--- src/rtl/lenet_pkg.sv ---
// Shared definitions for the LeNet feature-map datapath: FSM encoding,
// skid FIFO geometry and the stream tag layout.
package lenet_pkg;

  // Reader FSM encoding, kept as plain constants for legacy tooling.
  localparam logic [1:0] ST_IDLE  = 2'd0;
  localparam logic [1:0] ST_RUN   = 2'd1;
  localparam logic [1:0] ST_DRAIN = 2'd2;

  // The skid FIFO only has to cover the one-cycle SRAM read latency.
  localparam int FIFO_DEPTH = 2;
  localparam int FIFO_PTR_W = $clog2(FIFO_DEPTH);
  localparam int FIFO_CNT_W = $clog2(FIFO_DEPTH + 1);

  // Marker bits carried alongside each data word: {last_col, last_row}.
  localparam int TAG_WIDTH = 2;

  typedef struct packed {
    logic last_col;
    logic last_row;
  } tag_t;

endpackage

--- src/rtl/fmap_skid_fifo.sv ---
// Small register FIFO that absorbs words arriving from the SRAM while the
// downstream stage is stalled. The caller guarantees it is never pushed
// when full and never popped when empty.
module fmap_skid_fifo
  import lenet_pkg::*;
#(
  parameter int WIDTH = 10
) (
  input  logic                  clk,
  input  logic                  rst_n,
  input  logic                  i_push,
  input  logic [WIDTH-1:0]      i_data,
  input  logic                  i_pop,
  output logic [FIFO_CNT_W-1:0] o_count,
  output logic [WIDTH-1:0]      o_head
);

  logic [WIDTH-1:0]      r_mem [FIFO_DEPTH];
  logic [FIFO_PTR_W-1:0] r_wr_ptr;
  logic [FIFO_PTR_W-1:0] r_rd_ptr;
  logic [FIFO_CNT_W-1:0] r_count;

  // Storage, pointers and occupancy.
  // NOTE: the storage is reset too, because o_head drives module outputs
  // that must read as zero while reset is asserted.
  always_ff @(posedge clk or negedge rst_n) begin
    if (!rst_n) begin
      for (int i = 0; i < FIFO_DEPTH; i++) begin
        r_mem[i] <= '0;
      end
      r_wr_ptr <= '0;
      r_rd_ptr <= '0;
      r_count  <= '0;
    end else begin
      if (i_push) begin
        r_mem[r_wr_ptr] <= i_data;
        r_wr_ptr        <= r_wr_ptr + FIFO_PTR_W'(1);
      end
      if (i_pop) begin
        r_rd_ptr <= r_rd_ptr + FIFO_PTR_W'(1);
      end
      r_count <= r_count + FIFO_CNT_W'(i_push) - FIFO_CNT_W'(i_pop);
    end
  end

  assign o_count = r_count;
  assign o_head  = r_mem[r_rd_ptr];

endmodule

--- src/rtl/fmap_sram_reader.sv ---
// Raster-scan tile reader for the feature-map SRAM. Walks a rectangular
// tile row by row, hides the one-cycle SRAM read latency behind a credit
// scheme and a 2-entry skid FIFO, and streams words with row/frame markers.
module fmap_sram_reader
  import lenet_pkg::*;
#(
  parameter int DATA_WIDTH = 8,
  parameter int ADDR_WIDTH = 8,
  parameter int DIM_WIDTH  = 5
) (
  input  logic                  clk,
  input  logic                  rst_n,
  input  logic                  start,
  input  logic [ADDR_WIDTH-1:0] base_addr,
  input  logic [ADDR_WIDTH-1:0] stride,
  input  logic [DIM_WIDTH-1:0]  cols_m1,
  input  logic [DIM_WIDTH-1:0]  rows_m1,
  output logic                  busy,
  output logic                  done,
  output logic                  sram_csen,
  output logic                  sram_rd_en,
  output logic [ADDR_WIDTH-1:0] sram_rd_addr,
  input  logic [DATA_WIDTH-1:0] sram_rd_data,
  output logic                  out_valid,
  input  logic                  out_ready,
  output logic [DATA_WIDTH-1:0] out_data,
  output logic                  out_last_col,
  output logic                  out_last_row
);

  localparam int PAYLOAD_W = DATA_WIDTH + TAG_WIDTH;
  localparam int CREDIT_W  = FIFO_CNT_W + 1;

  logic [1:0]            r_state;
  logic [ADDR_WIDTH-1:0] r_stride;
  logic [ADDR_WIDTH-1:0] r_row_base;
  logic [ADDR_WIDTH-1:0] r_addr;
  logic [DIM_WIDTH-1:0]  r_cols_m1;
  logic [DIM_WIDTH-1:0]  r_rows_m1;
  logic [DIM_WIDTH-1:0]  r_col;
  logic [DIM_WIDTH-1:0]  r_row;
  logic                  r_inflight;
  tag_t                  r_tag;

  logic                  w_pop;
  logic                  w_issue;
  logic                  w_last_col;
  logic                  w_last_row;
  logic                  w_drain_done;
  logic [CREDIT_W-1:0]   w_credit;
  logic [FIFO_CNT_W-1:0] w_fifo_count;
  logic [PAYLOAD_W-1:0]  w_fifo_head;
  logic [ADDR_WIDTH-1:0] w_next_row_base;

  // Credit check: words already owned (buffered + in flight, minus the one
  // leaving this cycle) must leave room for one more before a read issues.
  // NOTE: every signal gets a default at the top of the block so no path
  // leaves it unassigned and no latch is inferred.
  always_comb begin
    w_pop           = 1'b0;
    w_credit        = '0;
    w_issue         = 1'b0;
    w_last_col      = 1'b0;
    w_last_row      = 1'b0;
    w_drain_done    = 1'b0;
    w_next_row_base = r_row_base + r_stride;

    w_pop        = out_valid & out_ready;
    w_credit     = CREDIT_W'(w_fifo_count) + CREDIT_W'(r_inflight) - CREDIT_W'(w_pop);
    w_issue      = (r_state == ST_RUN) && (w_credit < CREDIT_W'(FIFO_DEPTH));
    w_last_col   = (r_col == r_cols_m1);
    w_last_row   = (r_row == r_rows_m1);
    // An empty FIFO implies out_valid is low, so no pop can be in progress.
    w_drain_done = (r_state == ST_DRAIN) && !r_inflight && (w_fifo_count == '0);
  end

  // Tile FSM and raster address generation.
  // NOTE: all state updates use non-blocking assignments so every register
  // sees the pre-edge values of the others, whatever the statement order.
  always_ff @(posedge clk or negedge rst_n) begin
    if (!rst_n) begin
      r_state    <= ST_IDLE;
      r_stride   <= '0;
      r_row_base <= '0;
      r_addr     <= '0;
      r_cols_m1  <= '0;
      r_rows_m1  <= '0;
      r_col      <= '0;
      r_row      <= '0;
    end else begin
      case (r_state)
        ST_IDLE: begin
          if (start) begin
            r_stride   <= stride;
            r_cols_m1  <= cols_m1;
            r_rows_m1  <= rows_m1;
            r_col      <= '0;
            r_row      <= '0;
            r_row_base <= base_addr;
            r_addr     <= base_addr;
            r_state    <= ST_RUN;
          end
        end
        ST_RUN: begin
          if (w_issue) begin
            if (!w_last_col) begin
              r_col  <= r_col + DIM_WIDTH'(1);
              r_addr <= r_addr + ADDR_WIDTH'(1);
            end else begin
              r_col      <= '0;
              r_row      <= r_row + DIM_WIDTH'(1);
              r_row_base <= w_next_row_base;
              r_addr     <= w_next_row_base;
            end
            if (w_last_col && w_last_row) begin
              r_state <= ST_DRAIN;
            end
          end
        end
        ST_DRAIN: begin
          if (w_drain_done) begin
            r_state <= ST_IDLE;
          end
        end
        default: r_state <= ST_IDLE;
      endcase
    end
  end

  // Read-latency pipe: marks a read in flight and carries its tag bits so
  // they line up with the data the SRAM returns one cycle later.
  always_ff @(posedge clk or negedge rst_n) begin
    if (!rst_n) begin
      r_inflight <= 1'b0;
      r_tag      <= '0;
    end else begin
      r_inflight <= w_issue;
      if (w_issue) begin
        r_tag <= '{last_col: w_last_col, last_row: w_last_row};
      end
    end
  end

  fmap_skid_fifo #(
    .WIDTH (PAYLOAD_W)
  ) u_skid_fifo (
    .clk     (clk),
    .rst_n   (rst_n),
    .i_push  (r_inflight),
    .i_data  ({sram_rd_data, r_tag}),
    .i_pop   (w_pop),
    .o_count (w_fifo_count),
    .o_head  (w_fifo_head)
  );

  assign busy         = (r_state != ST_IDLE);
  assign done         = w_drain_done;
  assign sram_csen    = busy;
  assign sram_rd_en   = w_issue;
  assign sram_rd_addr = r_addr;
  assign out_valid    = (w_fifo_count != '0);
  assign {out_data, out_last_col, out_last_row} = w_fifo_head;

endmodule
--- config.mk ---
export PLATFORM = sky130hd
export DESIGN_NAME = fmap_sram_reader
export DESIGN_NICKNAME = d
export VERILOG_FILES = /design/src/rtl/lenet_pkg.sv /design/src/rtl/fmap_skid_fifo.sv /design/src/rtl/fmap_sram_reader.sv
export SDC_FILE = /design/constraint.sdc
export NUM_CORES = 1
export LEC_CHECK = 0
export BUFFER_PORTS_ARGS = -buffer_cell sky130_fd_sc_hd__buf_2
export CORE_MARGIN = 3
export CORE_UTILIZATION = 35
export CTS_CLUSTER_DIAMETER = 120
export CTS_CLUSTER_SIZE = 12
export DETAILED_ROUTE_END_ITERATION = 7
export PLACE_DENSITY = 0.56
export SLEW_MARGIN = 5
export SYNTH_ARGS = -nofsm -noshare
export SYNTH_HDL_FRONTEND = slang
export SYNTH_HIERARCHICAL = 1
export SYNTH_SLANG_ARGS = --single-unit
--- constraint.sdc ---
create_clock -name clk -period 4.2 [get_ports clk]
set_clock_uncertainty 0.05 [all_clocks]
set_input_delay 0.63 -clock clk [delete_from_list [all_inputs] [get_ports clk]]
set_output_delay 0.63 -clock clk [all_outputs]
set_load 0.005 [all_outputs]
* Word level (Yosys, flattened, before mapping)
Cells that the tools add are included.
Widths: inputs -> output; s select.
** Cells by class
- $add $sub $neg :: 10
- Order comparisons :: 4
- Equal/unequal tests :: 9
- Muxes and demuxes :: 25
- Bitwise gates (word level) :: 3
- Reduce and logical (&&, ||, !) cells :: 15
** Operator list (count)
- $mux 10 :: 4
- $mux 8 :: 5
- $pmux 8 s2 :: 2
- $mux 5 :: 5
- $bwmux 20 :: 1
- $pmux 5 s2 :: 2
- $add 5x1->5 const B :: 2
- $demux 10 s1 :: 1
- $eq 5x5->1 :: 2
- $add 8x1->8 const B :: 1
- $add 8x8->8 :: 1
- $mux 2 :: 4
- $ne 2x2->1 const B :: 4
- $reduce_and 4->1 :: 2
- $pmux 2 s3 :: 1
- $reduce_bool 2->1 :: 3
- $logic_and 1x1->1 :: 5
- $ge 2x2->1 const B :: 2
- $logic_not 2->1 :: 2
- $not 1->2 :: 2
- $add 2x1->3 :: 1
- $lt 3x2->1 const B :: 1
- $reduce_and 3->1 :: 1
- $sub 3x1->3 :: 1
- other kinds (10) :: 11
** Storage, ports and cells
- Bits in registers :: 73
- Output and inout port bits :: 23
- Logic and storage cells :: 82

* Depth between registers and ports, before layout
Gate-level depths: netlist (run 1).
- Depth in word-level cells :: 7
- Depth in mapped cells :: 12
- Depth with buffers taken out :: 11

* Modules after synthesis
Netlist (run 1), hierarchy kept.
** Modules (own cells, without submodules)
- fmap_sram_reader :: times used 1, cells an instance 294, area each 2909.0 µm²
- fmap_skid_fifo :: times used 1, cells an instance 66, area each 1074.8 µm²

* Worst setup path after synthesis (run 1)
No wires, ideal clock.
- Path type :: reg2out
- Start point :: reg u_skid_fifo.r_count[1], in the netlist u_skid_fifo/o_count[1]
- End point :: out sram_rd_en
- Arrival :: 2380 ps
- Path slack :: 1140 ps
- Cell stages (with the launch flop) :: 10
- Buffers on the path :: 1
- Cell sequence :: dfrtp_1 -> or2_2 -> and2_1 -> ha_1 -> nand2b_1 -> fa_1 -> xnor2_1 -> nand3_1 -> inv_1 -> buf_4
** On the way
- Cells in the longest elaborated chain, start to end :: 5
** Ends and longest elaborated chain
- from (decl) :: RTL line fmap_skid_fifo.sv:21 : logic [FIFO_CNT_W-1:0] r_count;
- from (signal assigned) :: RTL line fmap_skid_fifo.sv:42 : r_count <= r_count + FIFO_CNT_W'(i_push) - FIFO_CNT_W'(i_pop);
- $reduce_bool 2->1 :: RTL line fmap_sram_reader.sv:161 : assign out_valid = (w_fifo_count != '0);
- via out_valid :: RTL line fmap_sram_reader.sv:24 : output logic out_valid,
- $and 1x1->1 :: RTL line fmap_sram_reader.sv:68 : w_pop = out_valid & out_ready;
- via w_pop :: RTL line fmap_sram_reader.sv:45 : logic w_pop;
- $sub 3x1->3 :: RTL line fmap_sram_reader.sv:69 : w_credit = CREDIT_W'(w_fifo_count) + CREDIT_W'(r_inflight) - CREDIT_W'(w_pop);
- $lt 3x2->1 :: RTL line fmap_sram_reader.sv:70 : w_issue = (r_state == ST_RUN) && (w_credit < CREDIT_W'(FIFO_DEPTH));
- $logic_and 1x1->1 :: RTL line fmap_sram_reader.sv:70
- to (decl) :: RTL line fmap_sram_reader.sv:21 : output logic sram_rd_en,
The timed path passes the listed nets, and every way through them passes these cells.

* Worst setup path after layout (run 1)
- Start point :: reg u_skid_fifo.r_count[1], in the netlist u_skid_fifo/o_count[1]
- End point :: out sram_rd_en
** On the way
- Cells in the longest elaborated chain, start to end :: 5
** Ends and longest elaborated chain (RTL line)
- $reduce_bool 2->1 :: fmap_sram_reader.sv:161
- $and 1x1->1 :: fmap_sram_reader.sv:68
- via w_pop :: fmap_sram_reader.sv:45
- $sub 3x1->3 :: fmap_sram_reader.sv:69
- $lt 3x2->1 :: fmap_sram_reader.sv:70
- $logic_and 1x1->1 :: fmap_sram_reader.sv:70
The timed path passes the listed nets, and every way through them passes these cells.

==> results of run 1 <==
==> synthesized netlist by cell type, drive strengths merged, types with 6 or more instances <==
cell type  count  area, um^2
inv           16        60.1
nand3         13        65.1
ha            13         163
buf           14        87.6
mux2          52         623
a21oi         20         111
dfrtp         73        1830
o21ai         20         100
xnor2         10        87.6
nor2          15        58.8
xor2          13         114
nand2         26         100
mux2i          6        60.1
==> state kept, by name, summed over array words and instances, names as in the netlist, 5 cells and up <==
signal,count
r_col,5
r_cols_m1,5
r_row,5
r_row_base,8
r_rows_m1,5
r_stride,8
sram_rd_addr,8
u_skid_fifo/r_mem,20
==> final timing paths <==
path	cells after the start	start	end
worst max register to register	11	u_skid_fifo/o_count[1]$_DFF_PN0_	r_row[3]$_DFFE_PN0P_
worst min-delay path	1	rst_n	u_skid_fifo/r_mem[12]$_DFFE_PN0P_
max in group asynchronous	2	rst_n	sram_rd_addr[3]$_DFFE_PN0P_
min in group clk	1	u_skid_fifo/r_mem[1]$_DFFE_PN0P_	u_skid_fifo/r_mem[1]$_DFFE_PN0P_
worst min register to register	1	u_skid_fifo/r_mem[1]$_DFFE_PN0P_	u_skid_fifo/r_mem[1]$_DFFE_PN0P_
worst max-delay path	9	u_skid_fifo/o_count[1]$_DFF_PN0_	sram_rd_en
==> through the flow <==
stage,hold WS [ps],instance area (um^2),worst slack [ps]
2_1_floorplan,284,3980,1140
3_3_place_gp,431,4400,725
3_5_place_dp,437,4400,645
4_1_cts,274,4750,268
5_1_grt,304,4750,28.9
6_report,259,4750,283
==> layout make-up <==
cell class,instances,area share
Multi-Input combinational cell,254,0.421
Sequential cell,73,0.384
Timing Repair Buffer,65,0.0711
Clock buffer,9,0.0474
Tap cell,140,0.0368
Clock inverter,7,0.0266
Inverter,16,0.0126
==> metal layers <==
layer / global-route usage / routed length (um) / vias to the layer above
met5: 0 / 0 / -
met4: 0.0401 / 121 / 0
met3: 0.0439 / 422 / 12
met2: 0.235 / 4100 / 93
met1: 0.207 / 4470 / 1432
li1: - / - / 1414
==> power by group <==
part           switching [mW]  total [mW]  internal, mW
clock                   0.313       0.900         0.587
sequential              0.305        1.35          1.04
combinational            1.10        2.09         0.995
total                    1.72        4.34          2.63
==> cell usage in the layout, fill, tap and decap left out, drive strengths merged, types with 3 or more instances in the layout <==
master / count
a211oi: 4
a21o: 3
a21oi: 20
buf: 65
bufinv: 3
clkbuf: 9
dfrtp: 73
ha: 13
inv: 18
mux2: 52
mux2i: 6
nand2: 26
nand2b: 4
nand3: 13
nand4: 5
nor2: 15
nor2b: 3
nor3: 5
nor3b: 3
o21ai: 20
o31ai: 3
or3: 3
xnor2: 10
xor2: 13
==> cells by family (layout without fill, tap and decap cells) <==
| family | after synthesis | in the layout | synth area share |
|---|---|---|---|
| AOI/OAI and AO/OA | 71 | 71 | 0.117 |
| xor gates and xnor gates | 23 | 23 | 0.0506 |
| adders and majority gates | 15 | 15 | 0.0509 |
| buffers and inverters | 33 | 97 | 0.0399 |
| DFF | 73 | 73 | 0.459 |
| muxes | 58 | 58 | 0.171 |
| and+or+nand+nor | 87 | 87 | 0.112 |
==> run_results.csv, run 1 <==
group,metric,value,unit
outcome,status,"completed",
floorplanning,start_util,0.363,
floorplanning,die_area,12700,um^2
final_layout,fill_cells,1075,
detailed_routing,wire_per_inst,16.2,um
final_layout,drive_gt1_frac,0.337,
critical_path,crit_required,3520,ps
clock_network,clock_path_buffers,2,
clock_network,hold_buffers,0,
critical_path,end_kind,"primary output",
global_route,antenna_found_initial,0,
floorplanning,die_width,113,um
clock_network,clock_sinks,73,
final_layout,fin_util,0.433,
yosys,ys_seq_area_frac,0.459,
critical_path,crit_type,"register to primary output",
critical_path,path_max_fanout,12,
placed_design,dp_hpwl,6460,um
detailed_routing,routed_via_density,5.23,
global_route,first_global_vias,3075,
clock_network,insertion_delay,330,ps
final_layout,area_growth,19.3,%
final_layout,antenna_cells,0,
yosys,ys_seq_elements,73,
detailed_routing,vias,2951,
detailed_routing,routed_wl,9120,um
yosys,synth-edff-count,0,
yosys,avgSynthCellArea,11.1,um^2
floorplanning,rows,38,
yosys,synth_nets,413,
sta,fin_crit,3920,ps
global_route,gr-total-overflow,0,
final_layout,finalNetCount,472,
critical_path,startpoint_type,"register",
final_layout,layout.cells.non_filler,564,
sta,hold_violations,0,
yosys,ys_types,54,
yosys,netlist_area,3980,um^2
yosys,synthArstFlopShare,1.00,
yosys,synth_flop_cell,"dfrtp_1",
placed_design,numPortBuffers,60,
detailed_routing,drc_errors,0,
clock_network,numCtsBuffers,9,
sta,relSlewSlack,0.442,
final_layout,multiInputGateArea,2000,um^2
sta,period_share,0.933,
detailed_routing,drtPass1Iterations,4,
sta,timing.setup.tns,0,ps
floorplanning,die_y,113,um
critical_path,worstPathArrival,3240,ps
final_layout,regArea,1830,um^2
worst_hold_path,hold_class,"primary input to asynchronous set/reset pin",
clock_network,post_cts_buffers,0,
critical_path,cpMaxStageDelayCell,"dfrtp_1",
yosys,synthCells,360,
sta,setup_viol,0,
detailed_routing,ant_nets,0,
global_route,grt_first_pass_wirelength,15400,um
critical_path,ff2ff_setup_slack,740,ps
floorplanning,core,11000,um^2
yosys,yosysWarnings,6,
critical_path,cp_num_buf_inv,2,
power_and_ir_drop,ir_drop,365,uV
detailed_routing,drt_first_iter_violations,169,
power_and_ir_drop,leakagePower,2.10,nW
global_route,grt_max_degree,49,
clock_network,cts_tree,"yes",
sta,fmax,0.255,GHz
flow_run,drv_cap,0,
clock_network,postCtsResizedCells,0,
sta,maxSlewViolCount,0,
clock_network,cts_max_level,3,
critical_path,critPathTopFamily,"simple AND/OR/NAND/NOR gates",
power_and_ir_drop,cellPowerDensity,914,nW/um^2
clock_network,clk_pin_slew,60,ps
clock_network,root_buffer,"clkbuf_16",
critical_path,path_cells,"or2_2 -> and2_1 -> ha_1 -> nand2b_1 -> fa_1 -> xnor2_1 -> nand3_1 -> inv_1 -> buf_2",
placed_design,globalplace.congestion,0.775,
power_and_ir_drop,p_total,4.34,mW
critical_path,max_stage_delay,450,ps
sta,tightest_slew,832,ps
global_route,grt_use_total,0.151,
floorplanning,ios,61,
placed_design,dp_cells,548,
sta,rsz0062_at_grt,"false",
(Power assumes the default switching activity.)
==> inputs of run 2 (changes only) <==
Settings changed: ABC_AREA from default to 1, PLACE_DENSITY 0.56 to 0.55.
==> run 2 against run 1 <==
Net effect:
- utilization decreased by 0.11 points
- final cell count increased by 27%
- clock power decreased by 0.9%
- cell area increased by 0.61%
- hold slack got worse by 52 ps
- non-clock buffer count decreased by 4
- critical endpoint unchanged
- largest cell class unchanged
- largest power group unchanged
==> run_results.csv, run 2 <==
group,metric,value,unit
yosys,synth_flop_cell,"dfrtp_1",
sta,relSlewSlack,0.428,
critical_path,startpoint,"u_skid_fifo/o_count[1]$_DFF_PN0_",
clock_network,clk_pin_slew,60,ps
clock_network,numCtsBuffers,9,
placed_design,numPortBuffers,60,
clock_network,clock_sinks,73,
sta,period_share,0.836,
sta,timing.setup.tns,0,ps
global_route,first_global_vias,3232,
critical_path,reg2reg_to,"sram_rd_addr[0]$_DFFE_PN0P_",
detailed_routing,drtPass1Iterations,4,
critical_path,cp_num_buf_inv,2,
detailed_routing,drt_first_iter_violations,218,
critical_path,worstPathArrival,2830,ps
sta,tightest_slew,857,ps
global_route,gr-total-overflow,0,
critical_path,critPathTopFamily,"simple AND/OR/NAND/NOR gates",
yosys,yosysMostFrequentCell,"nand2_1",
placed_design,dp_cells,701,
worst_hold_path,hold_class,"primary input to asynchronous set/reset pin",
power_and_ir_drop,ir_drop,279,uV
floorplanning,rows,38,
floorplanning,die_width,114,um
yosys,yosys-top-cells-count,"nand2_1, dfrtp_1, inv_1",
detailed_routing,vias,3362,
clock_network,clock_path_buffers,2,
final_layout,regArea,1830,um^2
final_layout,layout.cells.non_filler,717,
clock_network,postCtsResizedCells,0,
sta,maxSlewViolCount,0,
placed_design,dp_hpwl,6790,um
yosys,yosys-top-cells-area,"dfrtp_1, nand2_1, inv_1",
clock_network,post_cts_buffers,0,
final_layout,drive_gt1_frac,0.184,
critical_path,path_cells,"nor2_1 -> nor2_1 -> ha_1 -> or2_2 -> fa_1 -> xnor2_1 -> nand3_4 -> inv_1 -> buf_2",
final_layout,finalNetCount,625,
floorplanning,die_y,114,um
yosys,synth_top_cell_by_area,"dfrtp_1",
clock_network,root_buffer,"clkbuf_16",
yosys,yosysWarnings,6,
placed_design,globalplace.congestion,0.818,
yosys,synth_nets,570,
critical_path,ff2ff_setup_slack,1160,ps
yosys,ys_seq_area_frac,0.449,
yosys,netlist_area,4070,um^2
final_layout,multiInputGateArea,1860,um^2
clock_network,cts_max_level,3,
power_and_ir_drop,cellPowerDensity,836,nW/um^2
yosys,synthCells,517,
final_layout,area_growth,17.5,%
sta,hold_violations,0,
yosys,ys_types,34,
placed_design,placed_cell_area,4440,um^2
yosys,ys_seq_elements,73,
final_layout,final_cell_mix,"nand2_1, dfrtp_1, inv_1",
critical_path,rr_worst_depth,12,
critical_path,cpMaxStageDelayCell,"dfrtp_1",
flow_run,drv_cap,0,
clock_network,hold_buffers,0,
sta,setup_viol,0,
clock_network,cts_tree,"yes",
global_route,grt_max_degree,53,
critical_path,cp_common_cell,"nor2_1",
final_layout,fill_cells,1147,
detailed_routing,wire_per_inst,13.0,um
critical_path,reg2reg_from,"u_skid_fifo/o_count[1]$_DFF_PN0_",
global_route,antenna_found_initial,0,
final_layout,final_area,4780,um^2
yosys,yosys.area.top_type_share,0.449,
critical_path,end_kind,"primary output",
sta,hold-worst-slack,207,ps
critical_path,path_max_fanout,7,
critical_path,worst-path-stages,9,
floorplanning,core,11100,um^2
sta,fin_crit,3510,ps
final_layout,regMostFlops,"u_skid_fifo/r_mem",
critical_path,max_stage_delay,440,ps
detailed_routing,routed_via_density,4.69,
critical_path,startpoint_type,"register",
detailed_routing,routed_wl,9310,um
global_route,grt_first_pass_wirelength,15700,um
final_layout,final_common_cell,"nand2_1",
critical_path,crit_required,3520,ps
detailed_routing,ant_nets,0,
floorplanning,start_util,0.368,
final_layout,largest_reg_flops,20,
final_layout,antenna_cells,0,
yosys,synthArstFlopShare,1.00,
sta,rsz0062_at_grt,"false",
global_route,grt_use_total,0.152,
floorplanning,ios,61,
yosys,synth-edff-count,0,
critical_path,crit_type,"register to primary output",
sta,fmax,0.285,GHz
power_and_ir_drop,leakagePower,2.51,nW
yosys,avgSynthCellArea,7.88,um^2
clock_network,insertion_delay,330,ps
detailed_routing,drc_errors,0,
critical_path,cp-endpoint,"sram_rd_en",
outcome,status,"completed",
floorplanning,die_area,13000,um^2
run 2: cell count changes after synthesis, sizes merged, moves of 6 or more:
cell   change
nand2    +151
nand3     +14
inv       +55
mux2i      -6
nor2      +11
o21ai     +26
mux2      -52
run 2: worst min path at each step:
| stage | start | end | slack [ps] | cells after the start |
|---|---|---|---|---|
| finish | rst_n | u_skid_fifo/r_mem[15]$_DFFE_PN0P_ | 210 | 1 |
| global route | rst_n | u_skid_fifo/r_mem[15]$_DFFE_PN0P_ | 240 | 1 |
| CTS | rst_n | u_skid_fifo/r_mem[15]$_DFFE_PN0P_ | 220 | 1 |
| detailed placement | u_skid_fifo/r_mem[15]$_DFFE_PN0P_ | u_skid_fifo/r_mem[15]$_DFFE_PN0P_ | 420 | 2 |
| global placement | r_stride[3]$_DFFE_PN0P_ | r_stride[3]$_DFFE_PN0P_ | 410 | 2 |
| floorplan | rst_n | r_col[0]$_DFFE_PN0P_ | 280 | 0 |
run 2: power breakdown:
group	total, mW	leakage (nW)	switching [mW]	internal (mW)
sequential	1.30	0.898	0.280	1.02
combinational	1.81	1.45	1.09	0.712
clock	0.892	0.166	0.296	0.596
total	4.00	2.51	1.67	2.33
run 2: cell type report:
class                      count  share of cell area
clock buffer                  11              0.0507
clock inverter                 5              0.0214
inverter                      71              0.0557
sequential                    73               0.382
timing repair buffer          61              0.0643
multi-input combinational    356               0.389
tap                          140              0.0366
run 2: metrics by stage:
stage	setup slack, ps	utilization	total power [mW]
finish	688	0.432	4.00
global route	461	0.432	4.40
CTS	658	0.432	4.05
detailed placement	809	0.401	3.13
global placement	858	0.401	3.09
floorplan	1180	-	2.69
run 2: kinds of logic (layout without fill, tap and decap cells):
logic type      after synthesis  after routing  synth area share
compound gates               76             76             0.109
xor+xnor                     19             19            0.0409
fa+ha+maj                    15             15            0.0498
buf+inv                      88            148            0.0940
flops                        73             73             0.449
simple gates                246            246             0.258
run 2: metal layers:
metal  share of wire  wire [um]  global-route usage  vias to the layer above
met2            0.48       4440               0.246                       66
met5               0          0                   0                        -
met4          0.0093         87              0.0380                        0
met3           0.045        417              0.0366                        8
met1            0.47       4370               0.206                     1551
li1                -          -                   -                     1737
==> inputs of run 3 (changes only) <==
Settings changed: ABC_AREA 1 to 0, PLACE_DENSITY 0.55 to 0.56.
Clock period 4.2 ns to 3.3 ns, I/O delays scaled along.
==> run 3 against run 2 <==
Net effect:
- total power grew 42%
- wire length up 0.90%
- cell area increased by 0.73%
- flip-flop and latch count stayed put
- global-route usage increased by 0.45 points
- combinational power grew 57%
- register-to-register slack worse by 970 ps
- clock power grew 27%
- via count is 12% lower
- highest routed layer unchanged
==> run_results.csv, run 3 (synthesis gave the netlist of run 1 again) <==
group,metric,value,unit
critical_path,worstPathArrival,2640,ps
clock_network,hold_buffers,0,
floorplanning,die_y,113,um
flow_run,drv_cap,0,
sta,tightest_slew,754,ps
final_layout,regArea,1830,um^2
power_and_ir_drop,ir_drop,488,uV
clock_network,root_buffer,"clkbuf_16",
sta,fin_crit,3180,ps
final_layout,final_common_cell,"dfrtp_1",
sta,setup_viol,0,
critical_path,crit_required,2750,ps
floorplanning,die_width,113,um
critical_path,max_stage_delay,400,ps
floorplanning,rows,38,
critical_path,crit_type,"register to primary output",
sta,relSlewSlack,0.495,
detailed_routing,routed_wl,9390,um
worst_hold_path,hold_class,"primary input to asynchronous set/reset pin",
placed_design,dp_hpwl,6670,um
final_layout,final_cell_mix,"dfrtp_1, buf_2, mux2_2",
detailed_routing,vias,2948,
final_layout,drive_gt1_frac,0.356,
detailed_routing,ant_nets,0,
final_layout,antenna_cells,0,
global_route,grt_use_total,0.156,
sta,hold_violations,0,
floorplanning,die_area,12700,um^2
critical_path,startpoint_type,"register",
final_layout,largest_reg_flops,20,
placed_design,globalplace.congestion,0.817,
clock_network,numCtsBuffers,9,
clock_network,cts_tree,"yes",
detailed_routing,m1WireLength,4360,um
clock_network,clk_pin_slew,60,ps
sta,period_share,0.965,
final_layout,area_growth,20.9,%
power_and_ir_drop,cellPowerDensity,1180,nW/um^2
floorplanning,start_util,0.363,
final_layout,fill_cells,1048,
global_route,grt_max_degree,29,
sta,rsz0062_at_grt,"false",
critical_path,cpMaxStageDelayCell,"dfrtp_1",
critical_path,path_cells,"or2_2 -> and2_1 -> ha_1 -> nand2b_1 -> fa_2 -> xnor2_4 -> nand3_2 -> inv_2 -> buf_2",
global_route,grt_first_pass_wirelength,15700,um
clock_network,clock_path_buffers,2,
floorplanning,ios,61,
detailed_routing,met3WireLength,463,um
sta,maxSlewViolCount,0,
critical_path,end_kind,"primary output",
clock_network,insertion_delay,340,ps
placed_design,placed_cell_area,4440,um^2
final_layout,fin_util,0.439,
clock_network,cts_max_level,3,
sta,fmax,0.314,GHz
detailed_routing,dr_wl_met2,4360,um
clock_network,clock_sinks,73,
floorplanning,core,11000,um^2
sta,timing.setup.tns,0,ps
global_route,first_global_vias,3057,
critical_path,path_max_fanout,4,
final_layout,final_area,4820,um^2
outcome,status,"completed",
global_route,gr-total-overflow,0,
detailed_routing,routed_via_density,5.17,
final_layout,multiInputGateArea,2030,um^2
detailed_routing,drtPass1Iterations,5,
placed_design,numPortBuffers,60,
sta,hold-worst-slack,115,ps
final_layout,finalNetCount,478,
final_layout,regMostFlops,"u_skid_fifo/r_mem",
detailed_routing,dr.max_layer_used,"met4",
power_and_ir_drop,leakagePower,2.14,nW
global_route,antenna_found_initial,0,
detailed_routing,drc_errors,0,
power_and_ir_drop,p_total,5.68,mW
detailed_routing,wire_per_inst,16.5,um
detailed_routing,drt_first_iter_violations,190,
run 3: changes by cell type in the layout (fill, tap and decap cells not counted), sizes merged, moves of 11 or more:
| cell | before | now |
|---|---|---|
| nand2 | 177 | 26 |
| nor2 | 26 | 15 |
| nand3 | 27 | 13 |
| inv | 71 | 16 |
| mux2 | 0 | 52 |
| o21ai | 46 | 20 |
run 3: cell type report:
type | count | area share
multi-input combinational | 254 | 0.421
sequential | 73 | 0.379
timing repair buffer | 71 | 0.0795
clock buffer | 10 | 0.0496
tap | 140 | 0.0364
clock inverter | 6 | 0.0218
inverter | 16 | 0.0125
run 3: critical path, delay by kind of cell, from the launching register on:
kind                     cells  cell delay [ps]
adder cells (fa/ha/maj)      2              690
flip-flops                   1              400
XOR/XNOR                     1              220
AND/OR/NAND/NOR              4              780
buffers and inverters        2              220
run 3: power by group:
group	total (mW)	internal, mW	switching [mW]
clock	1.13	0.755	0.373
combinational	2.85	1.38	1.47
sequential	1.71	1.33	0.378
total	5.68	3.47	2.22
run 3: worst paths after layout:
path,slack (ps),to,start,cells past startpoint
hold / removal,110,u_skid_fifo/r_mem[8]$_DFFE_PN0P_,rst_n,1
min in group clk,310,r_stride[1]$_DFFE_PN0P_,stride[1],3
hold reg to reg,450,u_skid_fifo/r_mem[2]$_DFFE_PN0P_,u_skid_fifo/r_mem[2]$_DFFE_PN0P_,1
setup reg to reg,190,r_row_base[3]$_DFFE_PN0P_,u_skid_fifo/o_count[0]$_DFF_PN0_,9
setup / recovery,120,sram_rd_en,u_skid_fifo/o_count[0]$_DFF_PN0_,9
max in group asynchronous,2320,u_skid_fifo/r_wr_ptr$_DFFE_PN0P_,rst_n,2
run 3: through the flow:
stage                     std cells  setup slack (ps)
after floorplan                 360               372
after global placement          553               174
after detailed placement        553               115
after CTS                       570              52.0
after global routing            570              14.0
final                           570               117
run 3: routing by layer:
metal	vias up	track usage
met5	-	0
met4	0	0.0609
met3	14	0.0412
met2	82	0.249
met1	1433	0.205
li1	1419	-
run 3: repair_timing:
action / 4_1_cts / 5_1_grt
resized for setup: 2 / 3
endpoints found under the setup margin: 1 / 1
buffers inserted: 1 / 0
pin swaps: 0 / 1
